--- config.mk ---
export PLATFORM = sky130hd
export DESIGN_NAME = control_unit_flat
export DESIGN_NICKNAME = d
export VERILOG_FILES = /design/src/rtl/control_pkg.sv /design/src/rtl/control_unit_if.sv /design/src/rtl/reg_select_decoder.sv /design/src/rtl/control_unit.sv /design/src/flat_wrapper.sv
export SDC_FILE = /design/constraint.sdc
export NUM_CORES = 1
export LEC_CHECK = 0
export ABC_CLOCK_PERIOD_IN_PS = 5400
export CORE_UTILIZATION = 33
export DETAILED_ROUTE_END_ITERATION = 6
export HOLD_SLACK_MARGIN = 0.06
export PLACE_DENSITY = 0.88
export REMOVE_ABC_BUFFERS = 1
export SYNTH_ARGS = -nofsm -noshare
export SYNTH_HDL_FRONTEND = slang
export SYNTH_SLANG_ARGS = --single-unit
export TNS_END_PERCENT = 50
--- constraint.sdc ---
create_clock -name clk -period 5.4 [get_ports clk]
set_input_delay 1.08 -clock clk [delete_from_list [all_inputs] [get_ports clk]]
set_output_delay 1.08 -clock clk [all_outputs]
set_load 0.005 [all_outputs]
--- src/rtl/control_pkg.sv ---
// Shared definitions for the instruction-sequencing control unit:
// state encoding, opcode constants, opcode classes and IR field helpers.
package control_pkg;

    typedef enum logic [3:0] {
        S_IDLE,
        S_T0,
        S_T1,
        S_T2,
        S_T3,
        S_T4,
        S_T5,
        S_T6,
        S_HALT
    } state_t;

    typedef enum logic [1:0] {
        CLS_NOP,
        CLS_ALU3,
        CLS_MD,
        CLS_HALT
    } op_class_t;

    localparam logic [4:0] OP_ROL       = 5'b01011;
    localparam logic [4:0] OP_MUL       = 5'b01111;
    localparam logic [4:0] OP_DIV       = 5'b10000;
    localparam logic [4:0] OP_HALT      = 5'b11011;
    localparam logic [4:0] OP_ALU3_LAST = 5'b01100;

    localparam int OPC_LSB = 27;
    localparam int RA_LSB  = 23;
    localparam int RB_LSB  = 19;
    localparam int RC_LSB  = 15;

    function automatic logic [4:0] opcode_of(input logic [31:0] ir);
        return ir[OPC_LSB +: 5];
    endfunction

    function automatic logic [3:0] ra_of(input logic [31:0] ir);
        return ir[RA_LSB +: 4];
    endfunction

    function automatic logic [3:0] rb_of(input logic [31:0] ir);
        return ir[RB_LSB +: 4];
    endfunction

    function automatic logic [3:0] rc_of(input logic [31:0] ir);
        return ir[RC_LSB +: 4];
    endfunction

    function automatic op_class_t classify(input logic [4:0] op);
        if (op <= OP_ALU3_LAST)
            return CLS_ALU3;
        else if (op == OP_MUL || op == OP_DIV)
            return CLS_MD;
        else if (op == OP_HALT)
            return CLS_HALT;
        else
            return CLS_NOP;
    endfunction

endpackage

--- src/rtl/control_unit_if.sv ---
// Control-unit <-> datapath bundle: run/memory handshake, instruction word
// and every datapath strobe driven by the sequencer.
interface control_unit_if;

    logic        run_req;
    logic        mem_ready;
    logic [31:0] IR_Data;

    logic        PC_select;
    logic        PC_enable;
    logic        PC_increment_enable;
    logic        IR_enable;
    logic        MAR_enable;
    logic        MDR_enable;
    logic        MDR_select;
    logic        read;
    logic        Y_enable;
    logic        Z_enable;
    logic        Z_HI_select;
    logic        Z_LO_select;
    logic        HI_enable;
    logic        LO_enable;
    logic [15:0] reg_in;
    logic [15:0] reg_out;
    logic [4:0]  alu_instruction;
    logic        running;

    modport master (
        input  run_req, mem_ready, IR_Data,
        output PC_select, PC_enable, PC_increment_enable, IR_enable,
        output MAR_enable, MDR_enable, MDR_select, read,
        output Y_enable, Z_enable, Z_HI_select, Z_LO_select,
        output HI_enable, LO_enable, reg_in, reg_out,
        output alu_instruction, running
    );

    modport slave (
        output run_req, mem_ready, IR_Data,
        input  PC_select, PC_enable, PC_increment_enable, IR_enable,
        input  MAR_enable, MDR_enable, MDR_select, read,
        input  Y_enable, Z_enable, Z_HI_select, Z_LO_select,
        input  HI_enable, LO_enable, reg_in, reg_out,
        input  alu_instruction, running
    );

endinterface

--- src/rtl/reg_select_decoder.sv ---
// 4-to-16 one-hot register select with enable; all zero when disabled.
module reg_select_decoder (
    input  logic        en,
    input  logic [3:0]  sel,
    output logic [15:0] onehot
);

    always_comb begin
        onehot = '0;
        if (en)
            onehot[sel] = 1'b1;
    end

endmodule

--- src/rtl/control_unit.sv ---
// Multi-cycle instruction sequencer: fetch (T0-T2), decode and execute
// (T3-T6), with IDLE entry gated by run_req and an absorbing HALT.
module control_unit
    import control_pkg::*;
(
    input  logic           clk,
    input  logic           reset_n,
    control_unit_if.master bus
);

    state_t    state;
    state_t    next;
    op_class_t cls;
    logic      rin_en;
    logic      rout_en;
    logic [3:0] rout_sel;
    logic [15:0] reg_in_w;
    logic [15:0] reg_out_w;
    logic      unused_ir;

    assign cls       = classify(opcode_of(bus.IR_Data));
    assign unused_ir = ^bus.IR_Data[14:0];

    always_ff @(posedge clk) begin
        if (!reset_n)
            state <= S_IDLE;
        else
            state <= next;
    end

    always_comb begin
        next                    = state;
        bus.PC_select           = 1'b0;
        bus.PC_enable           = 1'b0;
        bus.PC_increment_enable = 1'b0;
        bus.IR_enable           = 1'b0;
        bus.MAR_enable          = 1'b0;
        bus.MDR_enable          = 1'b0;
        bus.MDR_select          = 1'b0;
        bus.read                = 1'b0;
        bus.Y_enable            = 1'b0;
        bus.Z_enable            = 1'b0;
        bus.Z_HI_select         = 1'b0;
        bus.Z_LO_select         = 1'b0;
        bus.HI_enable           = 1'b0;
        bus.LO_enable           = 1'b0;
        bus.alu_instruction     = 5'd0;
        rin_en                  = 1'b0;
        rout_en                 = 1'b0;
        rout_sel                = 4'd0;
        unique case (state)
            S_IDLE: begin
                if (bus.run_req)
                    next = S_T0;
            end
            S_T0: begin
                bus.PC_select           = 1'b1;
                bus.MAR_enable          = 1'b1;
                bus.PC_increment_enable = 1'b1;
                bus.Z_enable            = 1'b1;
                next                    = S_T1;
            end
            S_T1: begin
                // PC only latches on the ready cycle so a stalled fetch
                // advances it exactly once.
                bus.Z_LO_select = 1'b1;
                bus.read        = 1'b1;
                bus.MDR_enable  = 1'b1;
                bus.PC_enable   = bus.mem_ready;
                if (bus.mem_ready)
                    next = S_T2;
            end
            S_T2: begin
                bus.MDR_select = 1'b1;
                bus.IR_enable  = 1'b1;
                next           = S_T3;
            end
            S_T3: begin
                unique case (cls)
                    CLS_ALU3, CLS_MD: begin
                        rout_en      = 1'b1;
                        rout_sel     = rb_of(bus.IR_Data);
                        bus.Y_enable = 1'b1;
                        next         = S_T4;
                    end
                    CLS_HALT: next = S_HALT;
                    default:  next = bus.run_req ? S_T0 : S_IDLE;
                endcase
            end
            S_T4: begin
                rout_en             = 1'b1;
                rout_sel            = rc_of(bus.IR_Data);
                bus.Z_enable        = 1'b1;
                bus.alu_instruction = opcode_of(bus.IR_Data);
                next                = S_T5;
            end
            S_T5: begin
                bus.Z_LO_select = 1'b1;
                if (cls == CLS_MD) begin
                    bus.LO_enable = 1'b1;
                    next          = S_T6;
                end else begin
                    rin_en = 1'b1;
                    next   = bus.run_req ? S_T0 : S_IDLE;
                end
            end
            S_T6: begin
                bus.Z_HI_select = 1'b1;
                bus.HI_enable   = 1'b1;
                next            = bus.run_req ? S_T0 : S_IDLE;
            end
            S_HALT: next = S_HALT;
            default: next = S_IDLE;
        endcase
    end

    assign bus.running = (state != S_IDLE) && (state != S_HALT);

    reg_select_decoder u_dec_in (
        .en     (rin_en),
        .sel    (ra_of(bus.IR_Data)),
        .onehot (reg_in_w)
    );

    reg_select_decoder u_dec_out (
        .en     (rout_en),
        .sel    (rout_sel),
        .onehot (reg_out_w)
    );

    assign bus.reg_in  = reg_in_w;
    assign bus.reg_out = reg_out_w;

endmodule
--- src/flat_wrapper.sv ---
// flat-port wrapper written by rule: the top's interface ports become plain ports
module control_unit_flat import control_pkg::*;
  (clk, reset_n, bus_run_req, bus_mem_ready, bus_IR_Data, bus_PC_select, bus_PC_enable, bus_PC_increment_enable, bus_IR_enable, bus_MAR_enable, bus_MDR_enable, bus_MDR_select, bus_read, bus_Y_enable, bus_Z_enable, bus_Z_HI_select, bus_Z_LO_select, bus_HI_enable, bus_LO_enable, bus_reg_in, bus_reg_out, bus_alu_instruction, bus_running);
  control_unit_if bus_i ();
  input  logic clk;
  input  logic reset_n;
  input wire logic [$bits(bus_i.run_req)-1:0] bus_run_req;
  input wire logic [$bits(bus_i.mem_ready)-1:0] bus_mem_ready;
  input wire logic [$bits(bus_i.IR_Data)-1:0] bus_IR_Data;
  output wire logic [$bits(bus_i.PC_select)-1:0] bus_PC_select;
  output wire logic [$bits(bus_i.PC_enable)-1:0] bus_PC_enable;
  output wire logic [$bits(bus_i.PC_increment_enable)-1:0] bus_PC_increment_enable;
  output wire logic [$bits(bus_i.IR_enable)-1:0] bus_IR_enable;
  output wire logic [$bits(bus_i.MAR_enable)-1:0] bus_MAR_enable;
  output wire logic [$bits(bus_i.MDR_enable)-1:0] bus_MDR_enable;
  output wire logic [$bits(bus_i.MDR_select)-1:0] bus_MDR_select;
  output wire logic [$bits(bus_i.read)-1:0] bus_read;
  output wire logic [$bits(bus_i.Y_enable)-1:0] bus_Y_enable;
  output wire logic [$bits(bus_i.Z_enable)-1:0] bus_Z_enable;
  output wire logic [$bits(bus_i.Z_HI_select)-1:0] bus_Z_HI_select;
  output wire logic [$bits(bus_i.Z_LO_select)-1:0] bus_Z_LO_select;
  output wire logic [$bits(bus_i.HI_enable)-1:0] bus_HI_enable;
  output wire logic [$bits(bus_i.LO_enable)-1:0] bus_LO_enable;
  output wire logic [$bits(bus_i.reg_in)-1:0] bus_reg_in;
  output wire logic [$bits(bus_i.reg_out)-1:0] bus_reg_out;
  output wire logic [$bits(bus_i.alu_instruction)-1:0] bus_alu_instruction;
  output wire logic [$bits(bus_i.running)-1:0] bus_running;
  assign bus_i.run_req = bus_run_req;
  assign bus_i.mem_ready = bus_mem_ready;
  assign bus_i.IR_Data = bus_IR_Data;
  assign bus_PC_select = bus_i.PC_select;
  assign bus_PC_enable = bus_i.PC_enable;
  assign bus_PC_increment_enable = bus_i.PC_increment_enable;
  assign bus_IR_enable = bus_i.IR_enable;
  assign bus_MAR_enable = bus_i.MAR_enable;
  assign bus_MDR_enable = bus_i.MDR_enable;
  assign bus_MDR_select = bus_i.MDR_select;
  assign bus_read = bus_i.read;
  assign bus_Y_enable = bus_i.Y_enable;
  assign bus_Z_enable = bus_i.Z_enable;
  assign bus_Z_HI_select = bus_i.Z_HI_select;
  assign bus_Z_LO_select = bus_i.Z_LO_select;
  assign bus_HI_enable = bus_i.HI_enable;
  assign bus_LO_enable = bus_i.LO_enable;
  assign bus_reg_in = bus_i.reg_in;
  assign bus_reg_out = bus_i.reg_out;
  assign bus_alu_instruction = bus_i.alu_instruction;
  assign bus_running = bus_i.running;
  control_unit u_core (.clk(clk), .reset_n(reset_n), .bus(bus_i));
endmodule
==> impl_metrics.ini, run 1 <==
[setup_path]
cpMostUsedCell = clkdlybuf4s50_1
path_class = in -> out
arrival_ns = 3.81
r2r_cells = 3
r2r_start = u_core.state[0]
r2r_setup_slack_ns = 4.13
cp.buffers_inverters = 2
slowest_stage = clkdlybuf4s50_1
endpoint_kind = primary output
worstPathRequired_ns = 4.32
cp-start-kind = input pin
crit_fanout = 12
r2r-end = u_core.state[0]
critPathMaxStageDelay_ns = 0.56
critical-path-top-delay-family = compound AO/OA/AOI/OAI gates
cp_cell_sequence = clkdlybuf4s50_1 -> or2_2 -> o21ai_0 -> a31o_2 -> ha_1 -> o21a_1 -> a22o_1 -> a211oi_1 -> clkdlybuf4s50_1

[floorplan]
die-area_mm2 = 0.002982
fp.coreArea_mm2 = 0.002545
die_x_um = 54.61
ios = 88
row_count = 18
start_util = 0.3589
fp.dieH_um = 54.61

[timing]
min_period_ns = 4.888
maxSlewViolCount = 0
rsz0062_at_grt = no
hold_viol_final = 0
relSlewSlack = 0.6457
skew_ns = 0.003242
max_slew.worst_pin.slew_ns = 0.5292
fin_tns_setup_ns = 0
fmax_ghz = 0.2046
fin_crit_sh = 0.9052
final-setup-viol-count = 0

[clock_tree]
cts_sinks = 4
clkLatencyLatePin_ns = 0.23
clkSlewWorstSetupHoldPaths_ns = 0.04
cts_tree = yes
root_buffer = clkbuf_4
clock_path_buffers = 2
postCtsSetupBuffers = 0
cts_max_level = 1
cts-hold-fix-buffers = 0
cts_resized = 0
cts_buffers = 3

[pwr]
finalPower_w = 0.0001631
power_density_mw_per_mm2 = 100.7
ir_drop_v = 0.0001233
power_leakage_nw = 0.5464
combPwrFrac = 0.526
p_switching_w = 0.00005450
p_clk_frac = 0.214
internal_power_w = 0.0001086
swShare = 0.3341
sequentialPowerShare = 0.260

[synthesis]
syn_area_um2 = 913.4
synthTopCellsByArea = dfxtp_1 8.8%, nor2_1 7.0%, nor3_1 6.6%, and2_1 5.5%, a21oi_1 4.9%
synth_edf_count = 0
yosys.area.top_type = dfxtp_1
syn_inst = 134
ys_warn_count = 0
seq_area_frac_synth = 0.08767
async_reset_ff_frac = 0
synth_top_area_share = 0.08767
avgSynthCellArea_um2 = 6.816
yosysUniqueCellTypes = 41
synth_top_flop_cell = dfxtp_1
ys_seq_elements = 4

[drt]
drt_first_pass_iters = 4
met3_length_um = 367
wl_per_cell_um = 13.40
highest_layer = met4
vias_per_cell = 5.687
vias = 1291
wirelength_mm = 3.042
drt-initial-drc-count = 19
drtAntennaViolNets = 0
wl_met2_mm = 1.461
drc_errors = 0
wl_met1_mm = 1.181

[flow_run]
drv_cap = 0

[grt]
grt_overflow_total = 0
grt_pass1_vias = 1200
grt.total_usage = 0.2007
grt_pass1_wl_mm = 4.574
grt_max_degree = 20
antenna_found_initial = 0

[place]
routabilityCongestion = 0.7979
port_buffers = 72
hpwl_mm = 2.488

[cells_and_area]
top_register = u_core.state
final_nets = 238
drive_gt1_frac = 0.07107
final_cell_mix = 72 x clkdlybuf4s50_1, 17 x nor2_1, 12 x nor3_1
largest_register_ffs = 4
antenna_cells_inserted = 0
area_delta_synth_final_pct = 77.40
final_common_cell = clkdlybuf4s50_1
reg_top3 = u_core.state: 4 flops

[min_path]
min_to = u_core.state[2]
hold_start = u_core.state[0]
hold_depth = 2
hp-class = reg -> reg

[run_status]
status = finished clean
==> cells in the mapped netlist (2+ instances only) <==
library cell,number
a211oi_1,4
a21oi_1,9
a221oi_1,2
a22oi_1,4
and2_1,8
and3_1,2
and4bb_2,2
buf_2,2
buf_4,5
clkbuf_1,4
dfxtp_1,4
ha_1,3
inv_1,5
mux2i_1,3
nand2_1,5
nand2b_1,6
nand3_1,3
nand3b_1,2
nand4_1,6
nand4b_1,2
nor2_1,17
nor2b_1,2
nor3_1,12
or2_2,5
==> worst max-delay path by stage <==
| stage | to | depth (start not counted) | slack, ns | from |
|---|---|---|---|---|
| detailed placement | bus_reg_out[4] | 9 | 0.50 | bus_IR_Data[27] |
| CTS | bus_reg_out[4] | 9 | 0.48 | bus_IR_Data[27] |
| global route | bus_reg_out[14] | 8 | 0.33 | bus_IR_Data[27] |
| floorplan | bus_reg_out[0] | 7 | 1.64 | bus_IR_Data[27] |
| global placement | bus_reg_out[0] | 9 | 0.60 | bus_IR_Data[27] |
| finish | bus_reg_out[4] | 9 | 0.51 | bus_IR_Data[27] |
==> cells by family after synthesis <==
kind of cell | after synthesis | synth area share
AO/OA/AOI/OAI | 31 | 0.2548
adder cells (fa/ha/maj) | 3 | 0.04110
buffers and inverters | 17 | 0.1014
flip-flops | 4 | 0.08767
multiplexers | 3 | 0.03288
AND/OR/NAND/NOR | 76 | 0.4822
==> metrics by stage <==
step / hold slack, ns / instances / instance area, um^2 / setup slack [ns] / util
6_report: 0.7140 / 227 / 1620 / 0.5119 / 0.6367
5_1_grt: 0.7667 / 227 / 1620 / 0.3315 / 0.6367
4_1_cts: 0.7151 / 227 / 1620 / 0.4795 / 0.6367
3_5_place_dp: 0.7080 / 224 / 1598 / 0.5032 / 0.6278
3_3_place_gp: 0.6747 / 224 / 1598 / 0.5995 / 0.6278
2_1_floorplan: 0.6162 / 122 / 839.6 / 1.638 / -
==> cell type report <==
class | count | area, um^2
multi-input combinational | 113 | 740.7
tap | 30 | 37.54
timing repair buffer | 72 | 720.7
fill | 225 | 924.6
inverter | 5 | 18.77
sequential | 4 | 80.08
clock buffer | 3 | 22.52
==> metal layers <==
| layer | GRT usage | vias to the layer above |
|---|---|---|
| li1 | - | 630 |
| met1 | 0.1971 | 580 |
| met2 | 0.3855 | 75 |
| met3 | 0.06111 | 6 |
| met4 | 0.07265 | 0 |
| met5 | 0 | - |
==> power groups by stage <==
stage	Sequential, W	Combinational, W	Clock [W]
2_1_floorplan	0.0000402	0.0000360	0
3_3_place_gp	0.0000419	0.0000829	0
3_5_place_dp	0.0000425	0.0000858	0
4_1_cts	0.0000420	0.0000860	0.0000362
5_1_grt	0.0000432	0.0000939	0.0000388
6_report	0.0000424	0.0000859	0.0000349
==> worst min-delay path: cells and delay by family (launching register included) <==
family          cells  cell delay (ns)
simple gates        1             0.05
flops               1             0.42
compound gates      1             0.19
(Power assumes the default switching activity.)
==> inputs of run 2 (changes only) <==
- CELL_PAD_IN_SITES_DETAIL_PLACEMENT: default -> 1
- CELL_PAD_IN_SITES_GLOBAL_PLACEMENT: default -> 2
- CORE_UTILIZATION: 33 -> 14
- GPL_TIMING_DRIVEN: default -> 0
- PLACE_DENSITY: 0.88 -> default
- PLACE_DENSITY_LB_ADDON: default -> 0.1
==> impl_metrics.ini, run 2 (same netlist as run 1, synthesis figures left out) <==
[grt]
grt_pass1_wl_mm = 5.899
grt_pass1_vias = 1259
grt_max_degree = 20
antenna_found_initial = 0
grt.total_usage = 0.1089
grt_overflow_total = 0

[setup_path]
cp-start-kind = input pin
r2r_start = u_core.state[0]
arrival_ns = 3.94
r2r-end = u_core.state[0]
r2r_setup_slack_ns = 4.11
endpoint_kind = primary output
crit_fanout = 12
r2r_cells = 3
path_class = in -> out
worstPathRequired_ns = 4.32

[clock_tree]
cts-hold-fix-buffers = 0
root_buffer = clkbuf_8
clock_path_buffers = 2
cts_resized = 0
cts_tree = yes
postCtsSetupBuffers = 0
clkSlewWorstSetupHoldPaths_ns = 0.03
cts_max_level = 1
cts_buffers = 3
clkLatencyLatePin_ns = 0.22
cts_sinks = 4

[pwr]
finalPower_w = 0.0001918
power_leakage_nw = 0.5541
ir_drop_v = 0.00008857
power_density_mw_per_mm2 = 113.0

[drt]
wl_met2_mm = 1.745
wl_met1_mm = 1.641
drtAntennaViolNets = 0
met3_length_um = 273
highest_layer = met4
drt-initial-drc-count = 42
drc_errors = 0
wl_per_cell_um = 13.53
vias = 1260
vias_per_cell = 4.599
wirelength_mm = 3.707
drt_first_pass_iters = 4

[floorplan]
fp.dieH_um = 82.77
die_x_um = 82.77
row_count = 29
fp.coreArea_mm2 = 0.006314
ios = 88
start_util = 0.1447
die-area_mm2 = 0.006851

[cells_and_area]
antenna_cells_inserted = 0
final_nets = 238
top_register = u_core.state
final_cell_mix = 72 x clkdlybuf4s50_1, 17 x nor2_1, 12 x nor3_1
fill_cells = 779
final_common_cell = clkdlybuf4s50_1
drive_gt1_frac = 0.07107
reg_top3 = u_core.state: 4 flops
largest_register_ffs = 4
area_delta_synth_final_pct = 85.89

[place]
routabilityCongestion = 0.7479
hpwl_mm = 2.980
port_buffers = 72

[min_path]
hold_start = u_core.state[2]
min_to = u_core.state[2]
hold_depth = 2
hp-class = reg -> reg

[timing]
fin_tns_setup_ns = 0
final-setup-viol-count = 0
fmax_ghz = 0.1990
maxSlewViolCount = 0
min_period_ns = 5.025
hold_viol_final = 0
rsz0062_at_grt = no
relSlewSlack = 0.6083
fin_crit_sh = 0.9305
skew_ns = 0.002739
max_slew.worst_pin.slew_ns = 0.5851

[flow_run]
drv_cap = 0

[run_status]
status = finished clean
## run 2: final cells by class
class	instances	area, um^2	area share
inverters	5	18.77	0.01105
well taps	77	96.34	0.05674
clock buffers	3	41.29	0.02432
flip-flops and latches	4	80.08	0.04716
multi-input cells	113	740.7	0.4363
repair buffers	72	720.7	0.4245
## run 2: stage by stage
step	cells	setup slack (ns)	cell area (um^2)	utilization	hold WS [ns]
floorplan	122	1.638	839.6	-	0.6162
global placement	271	0.4889	1657	0.2624	0.7008
detailed placement	271	0.3876	1657	0.2624	0.7213
CTS	274	0.3729	1698	0.2689	0.7280
global route	274	0.2052	1698	0.2689	0.7869
finish	274	0.3754	1698	0.2689	0.7261
## run 2: how the worst max path moves through the flow
stage | from | to | slack (ns) | depth (start not counted)
floorplan | bus_IR_Data[27] | bus_reg_out[0] | 1.64 | 7
global placement | bus_IR_Data[27] | bus_reg_out[4] | 0.49 | 9
detailed placement | bus_IR_Data[27] | bus_reg_out[6] | 0.39 | 8
CTS | bus_IR_Data[27] | bus_reg_out[6] | 0.37 | 8
global route | bus_IR_Data[27] | bus_reg_out[4] | 0.21 | 9
finish | bus_IR_Data[27] | bus_reg_out[4] | 0.38 | 9
## run 2: worst max-delay path, stage by stage
cell	delay [ns]
clkdlybuf4s50_1	0.44
or2_2	0.32
o21ai_0	0.25
a31o_2	0.21
ha_1	0.37
o21a_1	0.17
a22o_1	0.27
a211oi_1	0.26
clkdlybuf4s50_1	0.57
## run 2: layer usage
layer	track usage	up-vias
met5	0	-
met4	0.02586	0
met3	0.02077	4
met2	0.1943	66
met1	0.1332	566
li1	-	624
## run 2: power by group
part	internal [W]	switching, W	total (W)
sequential	0.0000325	0.0000103	0.0000429
clock	0.0000474	0.0000146	0.0000620
combinational	0.0000514	0.0000355	0.0000870
total	0.000131	0.0000604	0.000192
==> patch (config.mk and constraints of run 2) <==
The 9 states of `state_t` get a Gray code encoding in 4 bits.
--- a/src/rtl/control_pkg.sv
+++ b/src/rtl/control_pkg.sv
@@ -5,11 +5,11 @@
     typedef enum logic [3:0] {
-        S_IDLE,
-        S_T0,
-        S_T1,
-        S_T2,
-        S_T3,
-        S_T4,
-        S_T5,
-        S_T6,
-        S_HALT
+        S_IDLE = 4'b0000,
+        S_T0   = 4'b0001,
+        S_T1   = 4'b0011,
+        S_T2   = 4'b0010,
+        S_T3   = 4'b0110,
+        S_T4   = 4'b0111,
+        S_T5   = 4'b0101,
+        S_T6   = 4'b0100,
+        S_HALT = 4'b1100
     } state_t;
Check against the original RTL: no difference found for any inputs over 10 cycles, from zero or initial values and one cycle with reset_n low; not proved beyond that.
==> patch against run 2 <==
- die area is 9.4% higher
- worst setup slack gained 0.14 ns
- design area grew 6.2%
- total power up 49%
- clock skew grew 0.00070 ns
- sequential cell count is the same
- area after synthesis grew 9.6%
- routed wire length up 9.2%
==> patch: results (changes against run 2) <==
| Metric | Value |
|---|---|
| Worst hold margin | `0.799 ns (+0.0728 ns)` |
| Top post-synthesis cells by area | `nor2_1 (10%), dfxtp_1 (8.0%), and2_1 (6.3%)` |
| Share of post-route cells with drive strength above 1 | `0.0787 (+0.00764)` |
| Post-detailed-routing wire length | `4050 um (+9.2%)` |
| GRT Resource Usage Total | `0.108 (-0.000551)` |
| Met1 routing resource usage after global routing | `0.132 (-0.00151)` |
| Top Family by Delay on Critical Path | `simple AND/OR/NAND/NOR gates` |
| Data arrival, critical path | `3.81 ns (-0.13 ns)` |
| FF-to-FF path depth | `4 (+1)` |
| Final net count | `257 (+8.0%)` |
| Starting DRC count in detailed routing | `47 (+12%)` |
| Global placement routability congestion | `0.704 (-5.9%)` |
| Met1 layer wirelength in the final routing | `1780 um (+8.4%)` |
| Global routing usage on met3 | `0.0181 (-0.00267)` |
| Max-slew headroom at the worst pin | `0.588 (-0.0200)` |
| Post-route clock skew | `0.00344 ns (+0.000697 ns)` |
| Later-pin clock latency in the skew report | `0.21 ns` |
| Launching point of the worst reg2reg path | `u_core.state[2]$_SDFFE_PN0P_` |
| Area growth from synthesis to layout | `80.1%` |
| Maximum resistive drop on vdd | `64.2 uV (-28%)` |
| Yosys cell types | `50 (+22%)` |
| Number of placed cells counting well taps | `309 (+14%)` |
| Standby leakage power | `0.616 nW (+11%)` |
| Worst hold path stage count | `3 (+1)` |
| Pin count of the biggest net entering global routing | `17 (-15%)` |
| Worst-path fanout max | `7 (-5)` |
| Wire length of the first global-routing pass | `6570 um (+11%)` |
| PortBufs | `72 (unchanged)` |
| Reg-to-reg setup timing slack | `3.74 ns (-0.37 ns)` |
| Worst setup path startpoint | `bus_IR_Data[30]` |
| Run status | `finished clean` |
| Met2 global-route usage | `0.198 (+0.00415)` |
| Post-synthesis average cell area | `6.59 um2 (-3.4%)` |
| Commonest cells post-synth | `nor2_1 (27), nand2_1 (11), nor3_1 (11), and2_1 (10), nand2b_1 (7)` |
| Fraction of the yosys area taken by sequential cells | `0.0800 (-0.00767)` |
| Met2 Wirelength | `2020 um (+16%)` |
| Routed vias/inst | `4.18 (-9.0%)` |
| Count of yosys warnings during synthesis | `0 (unchanged)` |
| Number of vias after detailed routing | `1305 (+3.6%)` |
| Worst setup path end | `bus_reg_out[8]` |
==> patch: cell types whose count changed after synthesis, sizes merged, moves of 3 or more <==
cell,before,now
nand4,6,0
a22oi,4,0
nor2,17,28
o21ai,1,8
a211oi,4,0
nand2,5,12
a21oi,9,3
or2,5,2
nor2b,2,5
nand3,3,6
==> patch: per-stage QoR <==
stage | util | area, um2 | total power [mW] | setup WS, ns
finish | 0.264 | 1800 | 0.287 | 0.511
global route | 0.264 | 1800 | 0.314 | 0.200
CTS | 0.264 | 1800 | 0.290 | 0.457
detailed placement | 0.258 | 1760 | 0.227 | 0.481
global placement | 0.258 | 1760 | 0.225 | 0.501
floorplan | - | 921 | 0.128 | 1.79
==> patch: logic make-up after synthesis <==
| logic type | count (synthesis) | synth area share |
|---|---|---|
| multiplexers | 1 | 0.0100 |
| AO/OA/AOI/OAI | 26 | 0.184 |
| AND/OR/NAND/NOR | 99 | 0.574 |
| XOR/XNOR | 1 | 0.00875 |
| adder cells (fa/ha/maj) | 3 | 0.0375 |
| buffers and inverters | 18 | 0.106 |
| flip-flops | 4 | 0.0800 |
==> patch: power breakdown <==
part | internal, mW | switching, mW
sequential | 0.0363 | 0.0232
combinational | 0.0926 | 0.0726
clock | 0.0474 | 0.0145
==> patch: worst min-delay path, stage by stage (launching register included) <==
cell	delay, ns
dfxtp_1	0.47
nand3_1	0.15
a32oi_1	0.06
nor2_1	0.08
==> patch: area by class of cell <==
class | instances | area, um2
clock buffers | 3 | 41.3
fillers | 856 | 5030
inverters | 7 | 26.3
multi-input cells | 130 | 815
flip-flops and latches | 4 | 80.1
well taps | 96 | 120
repair buffers | 72 | 721
